--- src/rtl/reg_file_rw_if.sv ---
// reg_file_rw_if: write-back write port plus decode two-source read port of the register file
interface reg_file_rw_if #(
  parameter int XLEN    = 32,
  parameter int REG_IDX = 5
);
  logic [REG_IDX-1:0] regFileWriteIdx;
  logic [XLEN-1:0]    regFileWriteVal;
  logic               regFileWriteEn;
  logic               rd_valid;
  logic [REG_IDX-1:0] rs1_idx;
  logic [REG_IDX-1:0] rs2_idx;
  logic               rd_data_valid;
  logic [XLEN-1:0]    rs1_val;
  logic [XLEN-1:0]    rs2_val;
  logic               regReady;
  modport master (
    output regFileWriteIdx, regFileWriteVal, regFileWriteEn, rd_valid, rs1_idx, rs2_idx,
    input  rd_data_valid, rs1_val, rs2_val, regReady
  );
  modport slave (
    input  regFileWriteIdx, regFileWriteVal, regFileWriteEn, rd_valid, rs1_idx, rs2_idx,
    output rd_data_valid, rs1_val, rs2_val, regReady
  );
endinterface

--- src/rtl/reg_file_rw.sv ---
// reg_file_rw: register file with post-reset clear sequencer, registered read port and write forwarding
module reg_file_rw #(
  parameter int XLEN    = 32,
  parameter int REG_IDX = 5,
  parameter int AMT_REG = 32
) (
  input logic         clk,
  input logic         rst,
  reg_file_rw_if.slave bus
);
  localparam logic [0:0] S_CLEAR = 1'b0;
  localparam logic [0:0] S_READY = 1'b1;
  logic [0:0]         r_state;
  logic [REG_IDX-1:0] r_clr_cnt;
  logic [XLEN-1:0]    r_regs [AMT_REG];
  logic               r_rd_data_valid;
  logic [XLEN-1:0]    r_rs1_val;
  logic [XLEN-1:0]    r_rs2_val;
  logic               w_wr;
  logic [XLEN-1:0]    w_rs1;
  logic [XLEN-1:0]    w_rs2;
  assign w_wr = r_state == S_READY && bus.regFileWriteEn && bus.regFileWriteIdx != '0;
  // a write landing on the same edge as the read must be seen by the reader
  always_comb begin
    w_rs1 = bus.rs1_idx == '0 ? '0 :
            (w_wr && bus.regFileWriteIdx == bus.rs1_idx) ? bus.regFileWriteVal : r_regs[bus.rs1_idx];
    w_rs2 = bus.rs2_idx == '0 ? '0 :
            (w_wr && bus.regFileWriteIdx == bus.rs2_idx) ? bus.regFileWriteVal : r_regs[bus.rs2_idx];
  end
  // contents have no reset; the clear sequence zeroes them instead
  always_ff @(posedge clk) begin
    if (rst && r_state == S_CLEAR) r_regs[r_clr_cnt] <= '0;
    else if (rst && w_wr) r_regs[bus.regFileWriteIdx] <= bus.regFileWriteVal;
  end
  always_ff @(posedge clk) begin
    if (!rst) begin
      r_state         <= S_CLEAR;
      r_clr_cnt       <= REG_IDX'(1);
      r_rd_data_valid <= 1'b0;
      r_rs1_val       <= '0;
      r_rs2_val       <= '0;
    end else if (r_state == S_CLEAR) begin
      r_clr_cnt       <= r_clr_cnt + REG_IDX'(1);
      r_state         <= r_clr_cnt == REG_IDX'(AMT_REG - 1) ? S_READY : S_CLEAR;
      r_rd_data_valid <= 1'b0;
    end else begin
      r_rd_data_valid <= bus.rd_valid;
      r_rs1_val       <= bus.rd_valid ? w_rs1 : r_rs1_val;
      r_rs2_val       <= bus.rd_valid ? w_rs2 : r_rs2_val;
    end
  end
  assign bus.rd_data_valid = r_rd_data_valid;
  assign bus.rs1_val       = r_rs1_val;
  assign bus.rs2_val       = r_rs2_val;
  assign bus.regReady      = r_state == S_READY;
endmodule
--- src/flat_wrapper.sv ---
// flat-port wrapper written by rule: the top's interface ports become plain ports
module reg_file_rw_flat 
#(
  parameter int XLEN    = 32,
  parameter int REG_IDX = 5,
  parameter int AMT_REG = 32
)
  (clk, rst, bus_regFileWriteIdx, bus_regFileWriteVal, bus_regFileWriteEn, bus_rd_valid, bus_rs1_idx, bus_rs2_idx, bus_rd_data_valid, bus_rs1_val, bus_rs2_val, bus_regReady);
  reg_file_rw_if #(.XLEN(XLEN), .REG_IDX(REG_IDX)) bus_i ();
  input logic clk;
  input logic rst;
  input wire logic [$bits(bus_i.regFileWriteIdx)-1:0] bus_regFileWriteIdx;
  input wire logic [$bits(bus_i.regFileWriteVal)-1:0] bus_regFileWriteVal;
  input wire logic [$bits(bus_i.regFileWriteEn)-1:0] bus_regFileWriteEn;
  input wire logic [$bits(bus_i.rd_valid)-1:0] bus_rd_valid;
  input wire logic [$bits(bus_i.rs1_idx)-1:0] bus_rs1_idx;
  input wire logic [$bits(bus_i.rs2_idx)-1:0] bus_rs2_idx;
  output wire logic [$bits(bus_i.rd_data_valid)-1:0] bus_rd_data_valid;
  output wire logic [$bits(bus_i.rs1_val)-1:0] bus_rs1_val;
  output wire logic [$bits(bus_i.rs2_val)-1:0] bus_rs2_val;
  output wire logic [$bits(bus_i.regReady)-1:0] bus_regReady;
  assign bus_i.regFileWriteIdx = bus_regFileWriteIdx;
  assign bus_i.regFileWriteVal = bus_regFileWriteVal;
  assign bus_i.regFileWriteEn = bus_regFileWriteEn;
  assign bus_i.rd_valid = bus_rd_valid;
  assign bus_i.rs1_idx = bus_rs1_idx;
  assign bus_i.rs2_idx = bus_rs2_idx;
  assign bus_rd_data_valid = bus_i.rd_data_valid;
  assign bus_rs1_val = bus_i.rs1_val;
  assign bus_rs2_val = bus_i.rs2_val;
  assign bus_regReady = bus_i.regReady;
  reg_file_rw #(.XLEN(XLEN), .REG_IDX(REG_IDX), .AMT_REG(AMT_REG)) u_core (.clk(clk), .rst(rst), .bus(bus_i));
endmodule
--- config.mk ---
export PLATFORM = sky130hd
export DESIGN_NAME = reg_file_rw_flat
export DESIGN_NICKNAME = d
export VERILOG_FILES = /design/src/rtl/reg_file_rw_if.sv /design/src/rtl/reg_file_rw.sv /design/src/flat_wrapper.sv
export SDC_FILE = /design/constraint.sdc
export NUM_CORES = 1
export LEC_CHECK = 0
export BUFFER_PORTS_ARGS = -buffer_cell sky130_fd_sc_hd__buf_2
export CORE_MARGIN = 2
export CORE_UTILIZATION = 25
export DETAILED_ROUTE_END_ITERATION = 8
export PLACE_DENSITY = 0.43
export SYNTH_ARGS = -nofsm -noshare
export SYNTH_HDL_FRONTEND = slang
export SYNTH_SLANG_ARGS = --single-unit
--- constraint.sdc ---
create_clock -name clk -period 4.2 [get_ports clk]
set_input_delay 0.42 -clock clk [delete_from_list [all_inputs] [get_ports clk]]
set_output_delay 0.42 -clock clk [all_outputs]
set_load 0.02 [all_outputs]
==> run metrics, run 1 <==
Leak Pwr=17.3 nW; Post-DRT Antenna Nets=0; share of layout cells above drive strength 1=35.4%; drt pass-1 iters=8; Critical Path RT=4.57 ns; postcts setup bufs=0; peak supply drop=0.313 mV; Yosys reg bits=1095; die width=450 µm; number of remaining DRC errors=0; worst-path fanout max=22; total number of vias=29040; switch share=22.5%; Vias/cell=5.24; critical path class=in -> reg; syn nets=2619; Bufs on Longest Clock Path=3; Initial Utilization=25.2%; Min-Delay Path Class=in -> reg; Layout area overhead=19.1%; Pint=0.0191 W; worst clock skew=0.0343 ns; CP Capture Type=flip-flop; count of different cell masters after synthesis=55; status=complete, no violations; I/O Pins=117; setup TNS=0 ns; Synth Flop Type=edfxtp_1; GRT Residual Overflow=0; crit share post-route=76.8%; final cell count without fillers=5547; synth warn=0; number of synthesized flops with an enable pin=1024; fmax=310 MHz; Resized cells post-CTS=0; fin nets=2852; first-pass GRT wire length=251 mm; largest cells by area after synthesis=edfxtp_1 62%, mux4_2 22%, dfxtp_1 2.9%; RSZ-0062 raised after global routing=no; DRT iter0 DRCs=3261; relative slew slack=8.25%; TritonCTS Sinks=1095; Die Height=450 µm; Cells after Synth=2566; Final Hold Fails=0; Inserted Clock Buffers=120; die area=202000 µm²; H-tree depth=3; Netlist Area Pre-Place=49700 µm²; Worst-path clk slew=0.06 ns; Core Footprint=197000 µm²; number of global-route vias before repair=30445; Seq/Total Area, Yosys=64.7%; overall routing resource usage=17.6%; TritonCTS clock tree=done; MaxCap Viol Count=0; setup violators final=0; fin. max-slew vios=0; Pwr Density=415 nW/µm²; Net Switching=0.00553 W; IO Port Bufs=116; top-count cell post-synth=edfxtp_1; CP startpoint kind=input port; top-area cell type share of the netlist area=61.9%; row cnt=163; Seq pwr share=48.5%; leading area contributor after synthesis=edfxtp_1; DP HPWL=113 mm; Clock Latency Late Sink=0.76 ns; async set-or-reset flop fraction in the synthesized netlist=0%; largest net degree at the start of global routing=55; clock root buffer=clkbuf_16; Avg Cell Area, Syn=19.4 µm²; Combinational Power Share=6.4%; initial antenna violation count=6; CP arrival=3.60 ns; Worst-Margin Slew=1.37 ns; Cells after DPL=5286; # hold bufs at CTS=31; WL/cell=32.7 µm; Clk network pwr share=45.1%; GP Congestion=0.812; Synth top cells by count=1024 x edfxtp_1, 491 x mux4_2, 152 x o22ai_1; fillers=19243; Routed WL=181 mm; min cycle time layout=3.23 ns
power groups by stage:
stage                     combinational (W)  clock (W)  sequential, W
after floorplan                    0.000949          0         0.0121
after global placement              0.00157          0         0.0122
after detailed placement            0.00157          0         0.0122
after CTS                           0.00160     0.0114         0.0119
after global routing                0.00165     0.0118         0.0119
final                               0.00157     0.0111         0.0119
registers in the layout, indices dropped and copies added (netlist names):
register	flops
u_core.bus.rd_data_valid	1
u_core.r_regs	1024
u_core.r_clr_cnt	5
u_core.bus.regReady	1
u_core.bus.rs1_val	32
u_core.bus.rs2_val	32
layout by cell type, fill, tap and decap left out, types with 4 or more instances in the layout:
| master | Yosys | layout |
|---|---|---|
| a21oi_1 | 39 | 38 |
| a221oi_1 | 12 | 12 |
| a221oi_2 | 10 | 10 |
| a222oi_1 | 32 | 32 |
| a22oi_1 | 43 | 43 |
| a31oi_1 | 9 | 4 |
| a31oi_2 | 0 | 4 |
| and2_1 | 32 | 32 |
| buf_12 | 0 | 48 |
| buf_2 | 66 | 110 |
| buf_4 | 33 | 126 |
| buf_8 | 0 | 4 |
| bufinv_16 | 0 | 19 |
| clkbuf_1 | 72 | 27 |
| clkbuf_16 | 0 | 121 |
| clkbuf_8 | 0 | 5 |
| clkinv_1 | 2 | 18 |
| clkinv_2 | 0 | 21 |
| clkinvlp_4 | 0 | 8 |
| dfxtp_1 | 71 | 71 |
| dlygate4sd3_1 | 0 | 31 |
| edfxtp_1 | 1024 | 1024 |
| inv_1 | 35 | 35 |
| inv_6 | 0 | 4 |
| mux2_1 | 44 | 44 |
| mux2i_1 | 84 | 84 |
| mux4_2 | 491 | 491 |
| nand2_1 | 51 | 51 |
| nand2b_1 | 4 | 4 |
| nand3_1 | 62 | 61 |
| nand3b_1 | 4 | 4 |
| nor2_1 | 43 | 11 |
| nor2_4 | 0 | 32 |
| nor4_1 | 33 | 33 |
| o2111ai_1 | 11 | 11 |
| o21bai_1 | 16 | 16 |
| o22ai_1 | 152 | 152 |
| or3b_2 | 1 | 4 |
| xor2_1 | 11 | 11 |
per-layer routing:
metal / routed length (µm) / global-route usage, % / vias up
li1: - / - / 11631
met1: 72500 / 22.1 / 15880
met2: 93000 / 31.1 / 1258
met3: 9960 / 2.33 / 271
met4: 5940 / 6.15 / 0
met5: 0 / 0 / -
logic make-up (layout without fill, tap and decap cells):
| group | Yosys count | count (layout) | share of synthesized area, % |
|---|---|---|---|
| mux | 621 | 621 | 25.0 |
| other cells | 0 | 3 | 0 |
| xor+xnor | 13 | 13 | 0.229 |
| flops | 1095 | 1095 | 64.7 |
| simple gates | 255 | 255 | 2.68 |
| buf+inv | 247 | 585 | 2.52 |
| compound gates | 333 | 333 | 4.82 |
| fa+ha+maj | 2 | 2 | 0.0503 |
metrics by stage:
stage	setup WS (ns)	utilization [%]	cell area, µm²	total power, W	hold slack, ns
2_1_floorplan	0.617	-	49700	0.0131	0.482
3_3_place_gp	0.687	27.7	54800	0.0137	0.477
3_5_place_dp	0.660	27.7	54800	0.0137	0.475
4_1_cts	0.939	30.0	59200	0.0249	0.00706
5_1_grt	0.833	30.0	59200	0.0253	0.0442
6_report	0.975	30.0	59200	0.0246	0.0394
critical path, stage by stage:
cell	delay [ns]
dlygate4sd3_1	0.52
buf_2	0.20
clkinv_1	0.12
buf_4	0.20
a211oi_4	0.67
mux2i_1	0.38
nand2_1	0.32
nor2_4	0.17
buf_4	0.55
area by class of cell:
class | count | area (µm²) | share of cell area (%)
tap | 2640 | 3300 | 5.58
clock buffer | 153 | 3200 | 5.40
clock inverter | 74 | 923 | 1.56
antenna | 3 | 7.51 | 0.0127
inverter | 37 | 139 | 0.235
multi-input combinational | 1224 | 16600 | 28.1
timing repair buffer | 321 | 2850 | 4.81
sequential | 1095 | 32200 | 54.3
worst paths after layout:
kind / slack, ns / cells after the start / startpoint / end
max: 0.97 / 9 / rst / u_core.r_regs[12][24]
min: 0.04 / 3 / bus_regFileWriteVal[12] / u_core.bus.rs1_val[12]
max reg2reg: 1.14 / 6 / u_core.bus.regReady / u_core.r_regs[12][24]
min reg2reg: 0.48 / 2 / u_core.bus.rs1_val[25] / u_core.bus.rs1_val[25]
No activity file was read; power rests on OpenSTA's default activity.
==> inputs of run 2 (changes only) <==
==> constraint.sdc (replaced) <==
create_clock -name clk -period 3.4 [get_ports clk]
set_input_delay 0.34 -clock clk [delete_from_list [all_inputs] [get_ports clk]]
set_output_delay 0.34 -clock clk [all_outputs]
set_load 0.02 [all_outputs]
==> run metrics, run 2 (synthesis gave the netlist of run 1 again) <==
DRT iter0 DRCs=3470 (was 3261); fin nets=2877 (was 2852); die area=202000 µm² (unchanged); max FFs per register=1024 (unchanged); GP Congestion=0.782 (was 0.812); commonest non-fill, non-tap cell in the layout=edfxtp_1 (unchanged); number of remaining DRC errors=0 (unchanged); peak supply drop=0.450 mV (was 0.313 mV); Clk network pwr share=46.0% (was 45.1%); initial antenna violation count=7 (was 6); drt pass-1 iters=6 (was 8); Critical Path RT=3.81 ns (was 4.57 ns); Post-Place Setup Slack=0.0861 ns (was 0.660 ns); min cycle time layout=2.90 ns; WL/cell=32.4 µm (was 32.7 µm); Post-DRT Antenna Nets=0 (unchanged); Min-Delay Path Class=in -> reg (unchanged); CP Capture Type=flip-flop (unchanged); fin. max-slew vios=0 (unchanged); crit share post-route=85.3%; Design Power=0.0309 W (was 0.0246 W); setup violators final=0 (unchanged); TritonCTS clock tree=done (unchanged); worst clock skew=0.0409 ns (was 0.0343 ns); Initial Utilization=25.2% (unchanged); Worst-path clk slew=0.06 ns (about the same); overall routing resource usage=17.5% (was 17.6%); relative slew slack=18.4% (was 8.25%); TritonCTS Sinks=1095 (unchanged); fmax=345 MHz; post-route cell area=59800 µm² (was 59200 µm²); Worst-Margin Slew=1.22 ns (was 1.37 ns); Leak Pwr=17.6 nW (was 17.3 nW); Largest Register=u_core.r_regs (unchanged); share of layout cells above drive strength 1=36.4% (was 35.4%); critical path class=reg -> reg (was in -> reg); DP HPWL=111 mm (was 113 mm); Routed WL=181 mm (about the same); setup slack after layout=0.501 ns (was 0.975 ns); RSZ-0062 raised after global routing=no (unchanged); GRT Residual Overflow=0 (unchanged); IO Port Bufs=116 (unchanged); row cnt=163 (unchanged); Net Switching=0.00698 W (was 0.00553 W); H-tree depth=3 (unchanged); total number of vias=29256 (was 29040); Clock Latency Late Sink=0.76 ns (about the same); status=complete, no violations (unchanged); clock root buffer=clkbuf_16 (unchanged); I/O Pins=117 (unchanged); worst-path fanout max=30 (was 22); number of global-route vias before repair=30603 (was 30445); first-pass GRT wire length=251 mm (about the same); Die Height=450 µm (unchanged); area of placed instances=55100 µm² (was 54800 µm²); Bufs on Longest Clock Path=3 (unchanged); Pwr Density=517 nW/µm² (was 415 nW/µm²); Pint=0.0239 W (was 0.0191 W); Vias/cell=5.25 (was 5.24); Inserted Clock Buffers=121 (was 120); Core Footprint=197000 µm² (unchanged); Combinational Power Share=6.3% (was 6.4%); Final Hold Fails=0 (unchanged); Seq pwr share=47.7% (was 48.5%); MaxCap Viol Count=0 (unchanged); most frequent cells in the layout=1024 x edfxtp_1, 491 x mux4_2, 152 x o22ai_1 (unchanged); die width=450 µm (unchanged); setup TNS=0 ns (unchanged); CP arrival=3.31 ns (was 3.60 ns); largest net degree at the start of global routing=73 (was 55); Layout area overhead=20.3% (was 19.1%); switch share=22.6% (was 22.5%); hold slack=0.206 ns (was 0.0394 ns); CP startpoint kind=flip-flop (was input port)
[run 2: power by group through the flow]
stage / sequential, W / combinational, W / clock [W]
finish: 0.0147 / 0.00195 / 0.0142
global route: 0.0147 / 0.00205 / 0.0150
CTS: 0.0147 / 0.00198 / 0.0145
detailed placement: 0.0150 / 0.00194 / 0
global placement: 0.0150 / 0.00194 / 0
floorplan: 0.0150 / 0.00117 / 0
[run 2: path summary, 6_finish.rpt]
| path | from | endpoint | slack, ns | cells past startpoint |
|---|---|---|---|---|
| max | u_core.bus.regReady | u_core.r_regs[19][12] | 0.50 | 6 |
| min | bus_rs1_idx[4] | u_core.bus.rs1_val[31] | 0.21 | 4 |
| max reg2reg | u_core.bus.regReady | u_core.r_regs[19][12] | 0.50 | 6 |
| min reg2reg | u_core.bus.rs1_val[8] | u_core.bus.rs1_val[8] | 0.48 | 2 |
[run 2: routing by layer]
metal,part of all wire [%],GRT usage (%)
met1,41,22.5
met2,51,30.6
met3,5.2,2.12
met4,3.0,5.58
met5,0,0
[run 2: timing repair]
| action | in CTS | in global routing |
|---|---|---|
| resized for setup | 0 | 0 |
| setup buffers | 0 | 0 |
| endpoints found under the hold margin | 66 | 0 |
| hold buffers | 34 | 0 |
[run 2: cell type report]
class / count / area (µm²)
tap: 2640 / 3300
antenna: 2 / 5.00
inverter: 37 / 139
clock inverter: 74 / 1070
fill: 19196 / 138000
multi-input combinational: 1224 / 16600
sequential: 1095 / 32200
timing repair buffer: 345 / 3210
clock buffer: 156 / 3280
[run 2: critical path, cell delays in order, from the launching register on]
cell and delay [ns]:
dfxtp_1 0.33, nand2_1 0.11, a211oi_4 0.52, mux2i_1 0.54, nand2_1 0.38, nor2_4 0.26
buf_12 0.35
[run 2: through the flow]
| step | cells | util, % |
|---|---|---|
| 5_1_grt | 5571 | 30.3 |
| 6_report | 5573 | 30.3 |
| 2_1_floorplan | 2566 | - |
| 4_1_cts | 5571 | 30.3 |
| 3_5_place_dp | 5307 | 27.9 |
| 3_3_place_gp | 5307 | 27.9 |
==> inputs of run 3 (changes only) <==
--- a/config.mk
+++ b/config.mk
@@ -10,6 +10,7 @@
 export CORE_UTILIZATION = 25
 export DETAILED_ROUTE_END_ITERATION = 8
 export PLACE_DENSITY = 0.43
+export REMOVE_ABC_BUFFERS = 1
 export SYNTH_ARGS = -nofsm -noshare
 export SYNTH_HDL_FRONTEND = slang
 export SYNTH_SLANG_ARGS = --single-unit
==> run metrics, run 3 (synthesis gave the netlist of run 1 again) <==
fin. max-slew vios=0 (unchanged); setup violators final=0 (unchanged); max incr delay on CP=0.70 ns (was 0.54 ns); Layout area overhead=20.5% (was 20.3%); number of remaining DRC errors=0 (unchanged); RSZ-0062 raised after global routing=no (unchanged); relative slew slack=29.0% (was 18.4%); worst-path fanout max=24 (was 30); fillers=19227 (was 19196); first-pass GRT wire length=255 mm (was 251 mm); Critical Path RT=3.84 ns (was 3.81 ns); setup slack after layout=0.463 ns (was 0.501 ns); CP Capture Type=flip-flop (unchanged); worst hold path endpoint=u_core.bus.rs1_val[17] (was u_core.bus.rs1_val[31]); I/O Pins=117 (unchanged); initial antenna violation count=8 (was 7); CP startpoint kind=flip-flop (unchanged); IO Port Bufs=116 (unchanged); Largest Register=u_core.r_regs (unchanged); critical path cell sequence=nand2_1, a211oi_4, mux2i_1, nand2_1, nor2_4, buf_12 (unchanged); MaxCap Viol Count=0 (unchanged); fin nets=2902 (was 2877); overall routing resource usage=18.0% (was 17.5%); FF-to-FF Start=u_core.bus.regReady (unchanged); Slowest-stage cell, CP=a211oi_4 (was mux2i_1); Die Height=450 µm (unchanged); family with the most delay on the worst path=simple AND/OR/NAND/NOR gates (unchanged); die width=450 µm (unchanged); crit share post-route=86.4% (was 85.3%); clock root buffer=clkbuf_16 (unchanged); fmax=341 MHz (was 345 MHz); Post-Place Setup Slack=0.203 ns (was 0.0861 ns); min cycle time layout=2.94 ns (was 2.90 ns); GRT Residual Overflow=0 (unchanged); H-tree depth=4 (was 3); Routed WL=184 mm (was 181 mm); status=complete, no violations (unchanged); die area=202000 µm² (unchanged); row cnt=163 (unchanged); Leak Pwr=17.6 nW (about the same); DP HPWL=114 mm (was 111 mm); Clock Latency Late Sink=0.78 ns (was 0.76 ns); Hold Startpoint=bus_rs1_idx[2] (was bus_rs1_idx[4]); most frequent cells in the layout=1024 x edfxtp_1, 491 x mux4_2, 152 x o22ai_1 (unchanged); WL/cell=32.9 µm (was 32.4 µm); worst clock skew=0.0246 ns (was 0.0409 ns); CP arrival=3.37 ns (was 3.31 ns); TritonCTS Sinks=1095 (unchanged); FF-to-FF setup slack=0.46 ns (was 0.50 ns); Inserted Clock Buffers=132 (was 121); max FFs per register=1024 (unchanged); largest net degree at the start of global routing=69 (was 73); postcts setup bufs=0 (unchanged); peak supply drop=0.466 mV (was 0.450 mV); Vias/cell=5.31 (was 5.25); area of placed instances=55200 µm² (was 55100 µm²); GP Congestion=0.805 (was 0.782); fin util=30.3% (about the same); Worst-path clk slew=0.06 ns (about the same); Reg-to-Reg End=u_core.r_regs[17][12] (was u_core.r_regs[19][12]); Pwr Density=517 nW/µm² (about the same); Crit. Startpoint=u_core.bus.regReady (unchanged); Most Frequent Cell on Critical Path=nand2_1 (unchanged); TritonCTS clock tree=done (unchanged); Hold Path Depth=4 (unchanged); drt pass-1 iters=8 (was 6); Final Hold Fails=0 (unchanged); Core Footprint=197000 µm² (unchanged); post-route cell area=59900 µm² (was 59800 µm²); Worst-Margin Slew=1.06 ns (was 1.22 ns); DRT iter0 DRCs=3375 (was 3470); critical path class=reg -> reg (unchanged); worst-case reg-to-reg path depth=6 (unchanged); Initial Utilization=25.2% (unchanged); number of global-route vias before repair=31180 (was 30603); Bufs on Longest Clock Path=3 (unchanged); Post-DRT Antenna Nets=0 (unchanged); share of layout cells above drive strength 1=36.5% (was 36.4%); Min-Delay Path Class=in -> reg (unchanged); critical path buffer and inverter count=1 (unchanged); commonest non-fill, non-tap cell in the layout=edfxtp_1 (unchanged); total number of vias=29749 (was 29256)
==> run 3: report_power, final <==
part           switching (W)  leakage [nW]  internal [W]  total [W]
Sequential         0.0000752          8.70        0.0147     0.0147
Combinational        0.00114          6.83      0.000804    0.00194
Clock                0.00592          2.09       0.00835     0.0143
==> run 3: worst min-delay path, stage by stage <==
cell      delay, ns
buf_6          0.23
a21oi_1        0.22
o21bai_1       0.11
nand3_1        0.08
==> run 3: metal layers <==
layer	up-vias	wire length [µm]	global-route usage, %
met5	-	0	0
met2	1421	91000	30.1
met3	295	12400	3.30
li1	11752	-	-
met4	0	6160	6.10
met1	16281	74900	23.4
==> run 3: worst max-delay path by stage <==
stage                                  endpoint  slack [ns]  depth (start not counted)
final                     u_core.r_regs[17][12]        0.46                          6
after global routing       u_core.r_regs[16][8]        0.36                          6
after CTS                  u_core.r_regs[16][8]        0.44                          6
after detailed placement   u_core.r_regs[16][7]        0.20                          7
after global placement    u_core.r_regs[16][16]        0.21                          7
after floorplan            u_core.r_regs[16][0]       -0.90                          5
==> run 3: stage by stage <==
stage                     total power, W  cells  hold WS [ns]  TNS [ns]
final                             0.0310   5605         0.277         0
after global routing              0.0319   5603         0.255         0
after CTS                         0.0313   5595         0.198         0
after detailed placement          0.0170   5321         0.467         0
after global placement            0.0169   5321         0.473         0
after floorplan                   0.0158   2356         0.402   -906.02
==> run 3: final cells by class <==
class / instances / area, µm² / share of cell area [%]
Antenna cell: 10 / 25.0 / 0.0418
Multi-Input combinational cell: 1224 / 16600 / 27.7
Tap cell: 2640 / 3300 / 5.51
Clock buffer: 157 / 3520 / 5.88
Clock inverter: 83 / 825 / 1.38
Inverter: 37 / 139 / 0.232
Sequential cell: 1095 / 32200 / 53.7
Timing Repair Buffer: 359 / 3310 / 5.52
==> run 3: timing repair <==
| item | 4_1_cts | 5_1_grt |
|---|---|---|
| gates resized for setup | 0 | 0 |
| hold endpoints to repair | 66 | 0 |
| hold buffers | 34 | 0 |
